<file path="config.mk">
export PLATFORM = sky130hd
export DESIGN_NAME = dtw_decision_unit
export DESIGN_NICKNAME = d
export VERILOG_FILES = /design/src/rtl/dtw_decision_unit_pkg.sv /design/src/rtl/dtw_decision_unit_train.sv /design/src/rtl/dtw_decision_unit.sv
export SDC_FILE = /design/constraint.sdc
export NUM_CORES = 1
export LEC_CHECK = 0
export CAP_MARGIN = 20
export CORE_ASPECT_RATIO = 1.2
export CORE_MARGIN = 5
export CORE_UTILIZATION = 30
export DETAILED_ROUTE_END_ITERATION = 16
export GPL_TIMING_DRIVEN = 0
export PLACE_DENSITY = 0.5
export SYNTH_ARGS = -nofsm -noshare
export SYNTH_HDL_FRONTEND = slang
export SYNTH_HIERARCHICAL = 1
export SYNTH_SLANG_ARGS = --single-unit
</file>
<file path="constraint.sdc">
create_clock -name clock -period 5.5 [get_ports clock]
set_input_delay 0.55 -clock clock [delete_from_list [all_inputs] [get_ports clock]]
set_output_delay 0.55 -clock clock [all_outputs]
set_load 0.1 [all_outputs]
</file>
<file path="src/rtl/dtw_decision_unit_pkg.sv">
// dtw_pkg: types and constants shared by the DTW word-decision stage.
//   - default score / command widths and the base command code
//   - command codes for the word channels (channel k -> DTW_CMD_BASE + k - 1)
//   - decision FSM state type
package dtw_pkg;

    localparam int DTW_SCORE_W  = 27;
    localparam int DTW_CMD_W    = 4;
    localparam int DTW_CMD_BASE = 4;

    localparam logic [DTW_CMD_W-1:0] CMD_NONE      = 4'd0;
    localparam logic [DTW_CMD_W-1:0] CMD_WORD_NONE = 4'(DTW_CMD_BASE + 0);
    localparam logic [DTW_CMD_W-1:0] CMD_RED       = 4'(DTW_CMD_BASE + 1);
    localparam logic [DTW_CMD_W-1:0] CMD_BLACK     = 4'(DTW_CMD_BASE + 2);
    localparam logic [DTW_CMD_W-1:0] CMD_BLUE      = 4'(DTW_CMD_BASE + 3);
    localparam logic [DTW_CMD_W-1:0] CMD_LEFT      = 4'(DTW_CMD_BASE + 4);
    localparam logic [DTW_CMD_W-1:0] CMD_RIGHT     = 4'(DTW_CMD_BASE + 5);
    localparam logic [DTW_CMD_W-1:0] CMD_GO        = 4'(DTW_CMD_BASE + 6);
    localparam logic [DTW_CMD_W-1:0] CMD_STOP      = 4'(DTW_CMD_BASE + 7);

    typedef enum logic [1:0] {
        COLLECT = 2'd0,
        SCAN    = 2'd1,
        EMIT    = 2'd2
    } dtw_state_t;

endpackage

</file>
<file path="src/rtl/dtw_decision_unit_train.sv">
// dtw_train_decoder: combinational decode of a command code into the
// one-hot train enable of the engine that owns that template.
//   i_sel   : command code being trained (0 = noise template)
//   o_train : one-hot engine select, all zero for codes with no engine
module dtw_train_decoder
    import dtw_pkg::*;
#(
    parameter int NUM_WORDS = 8,
    parameter int CMD_W     = DTW_CMD_W,
    parameter int CMD_BASE  = DTW_CMD_BASE
) (
    input  logic [CMD_W-1:0]   i_sel,
    output logic [NUM_WORDS:0] o_train
);

    always_comb begin
        o_train = '0;
        if (i_sel == '0) begin
            o_train[0] = 1'b1;
        end
        for (int k = 1; k <= NUM_WORDS; k++) begin
            if (int'(i_sel) == CMD_BASE + k - 1) begin
                o_train[k] = 1'b1;
            end
        end
    end

endmodule

</file>
<file path="src/rtl/dtw_decision_unit.sv">
// dtw_decision_unit: collects the scores of the DTW matching engines and
// picks the best word with one comparator iterated over the channels.
// Channel 0 is the noise template; channels 1..NUM_WORDS are words.
//   clock, reset      : clock, asynchronous active-high reset
//   training_enable   : training mode, overrides decisions
//   training_select   : command code of the template being trained
//   dtw_score         : packed scores, channel c at [c*SCORE_W +: SCORE_W]
//   dtw_done          : per-channel completion (level or pulse)
//   dtw_train         : registered one-hot train enables
//   command           : decided command (0 = none), valid with command_valid
//   command_valid     : one-cycle decision strobe
//   busy              : decision in progress (SCAN, EMIT, strobe cycle)
//   timeout_err       : one-cycle strobe when a round is abandoned
// TIMEOUT must be at least 2.
module dtw_decision_unit
    import dtw_pkg::*;
#(
    parameter int NUM_WORDS = 8,
    parameter int SCORE_W   = DTW_SCORE_W,
    parameter int CMD_W     = DTW_CMD_W,
    parameter int CMD_BASE  = DTW_CMD_BASE,
    parameter int MARGIN    = 0,
    parameter int TIMEOUT   = 1 << 20
) (
    input  logic                             clock,
    input  logic                             reset,
    input  logic                             training_enable,
    input  logic [CMD_W-1:0]                 training_select,
    input  logic [(NUM_WORDS+1)*SCORE_W-1:0] dtw_score,
    input  logic [NUM_WORDS:0]               dtw_done,
    output logic [NUM_WORDS:0]               dtw_train,
    output logic [CMD_W-1:0]                 command,
    output logic                             command_valid,
    output logic                             busy,
    output logic                             timeout_err
);

    localparam int NCH   = NUM_WORDS + 1;
    localparam int IDX_W = (NCH > 1) ? $clog2(NCH) : 1;
    localparam int CNT_W = $clog2(TIMEOUT);

    localparam logic [CNT_W-1:0]   CNT_LAST = CNT_W'(TIMEOUT - 1);
    localparam logic [IDX_W-1:0]   IDX_LAST = IDX_W'(NUM_WORDS);
    localparam logic [IDX_W-1:0]   IDX_ONE  = IDX_W'(1);
    localparam logic [SCORE_W:0]   MARGIN_X = (SCORE_W + 1)'(MARGIN);

    dtw_state_t          r_state;
    dtw_state_t          w_state_nxt;
    logic [NUM_WORDS:0]  r_done;
    logic [SCORE_W-1:0]  r_score [NCH];
    logic [CNT_W-1:0]    r_cnt;
    logic [IDX_W-1:0]    r_idx;
    logic [IDX_W-1:0]    r_best_idx;
    logic [SCORE_W-1:0]  r_best;
    logic [NUM_WORDS:0]  r_train;
    logic [CMD_W-1:0]    r_command;
    logic                r_cmd_valid;
    logic                r_timeout_err;

    logic [NUM_WORDS:0]  w_train_dec;
    logic                w_all_done;
    logic                w_partial;
    logic                w_cnt_expired;
    logic [SCORE_W-1:0]  w_cur;
    logic                w_less;
    logic                w_accept;
    logic [CMD_W-1:0]    w_cmd_code;

    dtw_train_decoder #(
        .NUM_WORDS (NUM_WORDS),
        .CMD_W     (CMD_W),
        .CMD_BASE  (CMD_BASE)
    ) u_train_dec (
        .i_sel   (training_select),
        .o_train (w_train_dec)
    );

    assign w_all_done    = &r_done;
    assign w_partial     = (|r_done) && !w_all_done;
    assign w_cnt_expired = (r_state == COLLECT) && w_partial && (r_cnt == CNT_LAST);

    // The one shared comparator, walked across channels by r_idx.
    assign w_cur  = r_score[r_idx];
    assign w_less = w_cur < r_best;

    // One extra bit so best + MARGIN never wraps past the noise score.
    assign w_accept   = ({1'b0, r_best} + MARGIN_X) < {1'b0, r_score[0]};
    assign w_cmd_code = CMD_W'(CMD_BASE + int'(r_best_idx) - 1);

    always_ff @(posedge clock or posedge reset) begin
        if (reset) begin
            r_state <= COLLECT;
        end else begin
            r_state <= w_state_nxt;
        end
    end

    always_comb begin
        w_state_nxt = r_state;
        if (training_enable) begin
            w_state_nxt = COLLECT;
        end else begin
            case (r_state)
                COLLECT: if (w_all_done)         w_state_nxt = SCAN;
                SCAN:    if (r_idx == IDX_LAST)  w_state_nxt = EMIT;
                EMIT:                            w_state_nxt = COLLECT;
                default:                         w_state_nxt = COLLECT;
            endcase
        end
    end

    // Done latches and round timeout counter.
    always_ff @(posedge clock or posedge reset) begin
        if (reset) begin
            r_done <= '0;
            r_cnt  <= '0;
        end else if (training_enable || (r_state == EMIT) || w_cnt_expired) begin
            r_done <= '0;
            r_cnt  <= '0;
        end else if (r_state == COLLECT) begin
            r_done <= r_done | dtw_done;
            r_cnt  <= w_partial ? r_cnt + 1'b1 : '0;
        end
    end

    // Scores are captured once per round, on the first done of each channel.
    always_ff @(posedge clock) begin
        for (int c = 0; c < NCH; c++) begin
            if ((r_state == COLLECT) && !training_enable && dtw_done[c] && !r_done[c]) begin
                r_score[c] <= dtw_score[c*SCORE_W +: SCORE_W];
            end
        end
    end

    // Arg-min walk; COLLECT keeps the walk preset for the next SCAN entry.
    always_ff @(posedge clock or posedge reset) begin
        if (reset) begin
            r_idx      <= IDX_ONE;
            r_best_idx <= IDX_ONE;
        end else if (r_state == COLLECT) begin
            r_idx      <= IDX_ONE;
            r_best_idx <= IDX_ONE;
        end else if (r_state == SCAN) begin
            r_idx <= r_idx + 1'b1;
            if (w_less) begin
                r_best_idx <= r_idx;
            end
        end
    end

    always_ff @(posedge clock) begin
        if (r_state == COLLECT) begin
            r_best <= '1;
        end else if ((r_state == SCAN) && w_less) begin
            r_best <= w_cur;
        end
    end

    // Output registers.
    always_ff @(posedge clock or posedge reset) begin
        if (reset) begin
            r_train       <= '0;
            r_command     <= '0;
            r_cmd_valid   <= 1'b0;
            r_timeout_err <= 1'b0;
        end else begin
            r_train       <= training_enable ? w_train_dec : '0;
            r_cmd_valid   <= 1'b0;
            r_timeout_err <= 1'b0;
            if (!training_enable) begin
                if (r_state == EMIT) begin
                    r_cmd_valid <= 1'b1;
                    r_command   <= w_accept ? w_cmd_code : CMD_W'(CMD_NONE);
                end
                if (w_cnt_expired) begin
                    r_timeout_err <= 1'b1;
                end
            end
        end
    end

    assign dtw_train     = r_train;
    assign command       = r_command;
    assign command_valid = r_cmd_valid;
    assign timeout_err   = r_timeout_err;
    // Held through the strobe cycle so busy covers the whole decision.
    assign busy          = (r_state != COLLECT) || r_cmd_valid;

endmodule

</file>
# Yosys cells after proc, flatten, opt, wreduce, memory -nomap -nowiden
# Memories as Yosys holds them, arrays and structs flattened.
# Cells that the tools add are included.
# Widths: inputs -> output; s select.
# classes
addsub,4
n_mul,0
n_div,0
n_lt_le_gt_ge,2
n_eq_ne,14
shift,0
n_mux,47
bitwise_logic,2
n_reduce_logical,48
# ops
cell,n
$mux 20,3
$lt 27x27->1,2
$eq 4x4->1 const B,9
$mux 1,31
$mux 9,3
$mux 4,6
$logic_and 1x1->1,23
$add 20x1->20 const B,1
$eq 20x20->1 const B,1
$logic_not 1->1,11
$or 9x9->9,1
$reduce_and 9->1,1
$reduce_or 9->1,1
$reduce_bool 2->1,4
$mux 2,3
$ne 3x3->1 const B,2
$reduce_and 2->1,3
$add 3x4->4 const A,1
$add 4x1->4 const B,1
$logic_not 4->1,1
$pmux 2 s2,1
$sub 4x1->4 const B,1
$logic_or 1x1->1,3
$eq 2x1->1 const B,1
3 further kinds,3
# totals
regBits,81
latchBits,0
ram_bits,243
romBits,0
out_inout_bits,16
memories,1
# memory_table
memory,depth,width,read_ports,rd_ports_with_merged_regs,wr,line,source
r_score,9,27,2,0,9,dtw_decision_unit.sv:50,logic [SCORE_W-1:0] r_score [NCH];

# Logic depth before layout (Yosys ltp)
# depth
word_depth,7
depth_mapped,16

# By module
# Netlist, hierarchy kept.
# modules_own_cells
module,n_inst,cells_per_inst,area_per_inst_um2
dtw_decision_unit,1,927,13828.3
dtw_train_decoder,1,9,96.3

# Least setup slack after synthesis
# Ideal clock, no wire load.
# synth_path
path_type,flip-flop to flip-flop
start,register r_idx[0]
end,register r_best[17]
setup_time_ns,0.117
t_arrival_ns,3.598
slack_ns,1.785
path_stages_with_launch,17
period_less_slack_ns,3.715
cell_sequence,dfstp_2 -> buf_2 -> buf_2 -> buf_2 -> mux4_2 -> mux2i_1 -> o21ai_0 -> ha_1 -> nand4_1 -> nor3_1 -> o2111ai_1 -> a21oi_1 -> nor3_2 -> o21ba_1 -> buf_4 -> buf_6 -> o22a_1
# synth_between
elab_chain_len,3
# synth_rtl
element,line,source
from (decl),dtw_decision_unit.sv:52,logic [IDX_W-1:0] r_idx;
from (signal assigned),dtw_decision_unit.sv:144,r_idx <= r_idx + 1'b1;
$mem_v2 9x27,-,
named net w_cur[24],dtw_decision_unit.sv:64,logic [SCORE_W-1:0] w_cur;
$lt 27x27->1,dtw_decision_unit.sv:84,assign w_less = w_cur < r_best;
$logic_and 1x1->1,dtw_decision_unit.sv:154,end else if ((r_state == SCAN) && w_less) begin
to (signal assigned),dtw_decision_unit.sv:155,r_best <= w_cur;
to (decl),dtw_decision_unit.sv:54,logic [SCORE_W-1:0] r_best;
# The timed path passes the listed nets, and every way through them passes these cells.
# A chain may end at the register's enable or synchronous reset.

# Worst setup path in the final report
# layout_path
start,register r_idx[1]
end,register r_best[12]
# Same word-level chain as after synthesis.

==> flow_summary.toml <==
[final_layout]
syn_to_final_growth_pct = 36.1
nNetsFinal = 1593
drive_above_1_share_pct = 12.9
fin_area_sq_mm = 0.0189
stdcell_count = 1924

[place]
post-place-ws_ps = 264
dp.cells = 1854
hpwl_um = 31800
port_buffers = 274
place_congestion = 0.765
dpl_cell_area_sq_mm = 0.0178

[floorplanning]
core_area_sq_mm = 0.0459
start_util_pct = 30.3
ioPinCount = 275
die_w_um = 207
placementRows = 86
die-area_sq_mm = 0.0508
die_y_um = 246

[clock_network]
cts_tree = "built"
ctsResizeCount = 0
post_cts_buffers = 0
root_buffer = "clkbuf_16"
clk_latency_ps = 550
htreeDepth = 2
numCtsBuffers = 38
clock-sinks = 324
holdBufCountCts = 0
clockBufferDepth = 3
cts.clk_slew.worst_paths_ps = 60

[setup_path]
path_max_fanout = 10
arrival_ps = 5470
start_kind = "flip-flop"
worstSetupPathType = "reg2reg"
crit_required_ps = 5930
end_kind = "flip-flop"

[sta]
clock_skew_ps = 19.4
setup_viol = 0
report.final.slew_viol_count = 0
hold_ws_ps = 342
max_freq_ghz = 0.199
post-route-period-util_pct = 91.6
rsz0062_at_grt = "false"
worst_pin_slew_ps = 1040
period_needed_ps = 5040
finalHoldViolations = 0
final.setup.worst_slack_ps = 464
relSlewSlack_pct = 30.5

[drt]
drtIter0Drc = 367
drtAntennaViolNets = 0
route.detailed.wl_per_inst_um = 21.3
vias_per_cell = 4.63
routed_wl_um = 41000
drt_first_pass_iters = 4
num_vias = 8913
route.detailed.drc = 0

[synthesis]
post-synth-top-count-cell = "edfxtp_1"
avgSynthCellArea_sq_um = 14.9
ys_seq_area_share_pct = 66.0
synth_area_sq_mm = 0.0139
synthArstFlopShare_pct = 16.7
synth.area.top_cells = "edfxtp_1 52%, dfrtp_1 9.3%, mux4_2 8.6%, ha_1 5.0%, dfxtp_1 3.9%"
ys_ff_latch = 324
yosys_warnings = 6
yosysUniqueCellTypes = 59
synth_ff_type = "edfxtp_1"
synth_area_leader_cell = "edfxtp_1"
synth_cells = 936
synth_edf_count = 243
synth.net_count = 1251
ys_top_cells_by_count = "243 x edfxtp_1, 70 x nand2_1, 65 x inv_1"
synth_top_area_share_pct = 52.4

[status]
status = "completed"

[global_routing]
grt_antenna_before_repair = 3
global_route.overflow_total = 0
grt_max_degree = 36
grt_pass1_vias = 9626
grt_pass1_wl_um = 60700
track_usage_pct = 16.2

[power]
p_leak_nw = 6.91
total_power_mw = 5.49
irDropWorstVdd_v = 0.000147
powerDensity_mw_per_mm2 = 290

[hold_path]
hp-class = "in2async"

[flow_run]
max_cap_viol_count = 0
## cell usage in the layout, fill, tap and decap left out, types with 5 or more instances in the layout
master	count
mux2i_1	30
buf_6	26
a21oi_1	26
o21ai_0	61
a211oi_1	6
mux4_2	53
dfrtp_1	52
nor4_1	5
nand3_1	19
inv_1	64
nor2_1	32
clkbuf_1	32
nand4_1	10
a31oi_1	5
clkbuf_16	38
xor2_1	6
ha_1	56
a21o_1	7
nand2_1	70
o31ai_1	5
clkinv_2	9
and2_1	10
dfxtp_1	27
o22a_1	25
nor3b_2	9
buf_2	12
clkdlybuf4s50_1	274
nor3_1	17
edfxtp_1	243
## routing by layer
| metal | vias up | track usage [%] | wire, um |
|---|---|---|---|
| met2 | 189 | 29.7 | 22200 |
| met4 | 2 | 3.86 | 796 |
| li1 | 4278 | - | - |
| met5 | - | 0 | 13 |
| met1 | 4387 | 19.6 | 16400 |
| met3 | 57 | 2.91 | 1640 |
## registers in the layout, indices dropped and copies added, names as in the netlist, 2 cells and up
signal	cells
r_state	2
r_best	27
command	4
r_cnt	20
dtw_train	9
r_idx	4
r_score	243
r_best_idx	4
r_done	9
## final cells by class
cell class,instances,area (sq um)
fill,4371,27000
timing repair buffer,302,3060
tap,616,771
clock inverter,20,149
buffer,40,184
antenna,2,5.00
sequential,324,9190
clock buffer,48,988
inverter,65,244
multi-input combinational,507,4350
## power by group
| part | total [mW] | switching, mW | internal [mW] |
|---|---|---|---|
| clock network | 2.35 | 1.02 | 1.33 |
| registers | 2.75 | 0.0269 | 2.73 |
| logic | 0.394 | 0.159 | 0.235 |
## per-stage QoR
| step | setup TNS (ps) | util [%] |
|---|---|---|
| global route | 0 | 41.2 |
| finish | 0 | 41.2 |
| detailed placement | 0 | 38.7 |
| CTS | 0 | 41.2 |
| global placement | -310820 | 38.0 |
| floorplan | 0 | - |
## worst max-delay path, stage by stage (launching register included)
cell	delay, ps
dfrtp_1	410
clkbuf_1	780
clkbuf_1	680
mux4_2	370
mux2i_1	80
o21ai_0	340
ha_1	320
a21oi_1	140
o21ai_0	140
a221oi_1	370
o21ai_0	190
nor3_2	340
nand2_1	280
buf_2	290
o22a_1	170
## kinds of logic after synthesis
group / share of synthesized area (%)
buffers and inverters: 3.07
AOI/OAI and AO/OA: 7.22
DFF: 66.0
and+or+nand+nor: 7.43
adders and majority gates: 5.03
xor gates and xnor gates: 0.503
muxes: 10.7
## path summary, 6_finish.rpt
path,from,endpoint,slack [ps],cells past startpoint
worst max-delay path,r_idx[1],r_best[12],460,14
worst min-delay path,reset,command[1],340,2
worst max register to register,r_idx[1],r_best[12],460,14
worst min register to register,command[0],command[0],490,2
max in group asynchronous,reset,dtw_train[5],4620,3
min in group clock,command[0],command[0],490,2
Note: power is estimated with default switching activity, not from simulation.
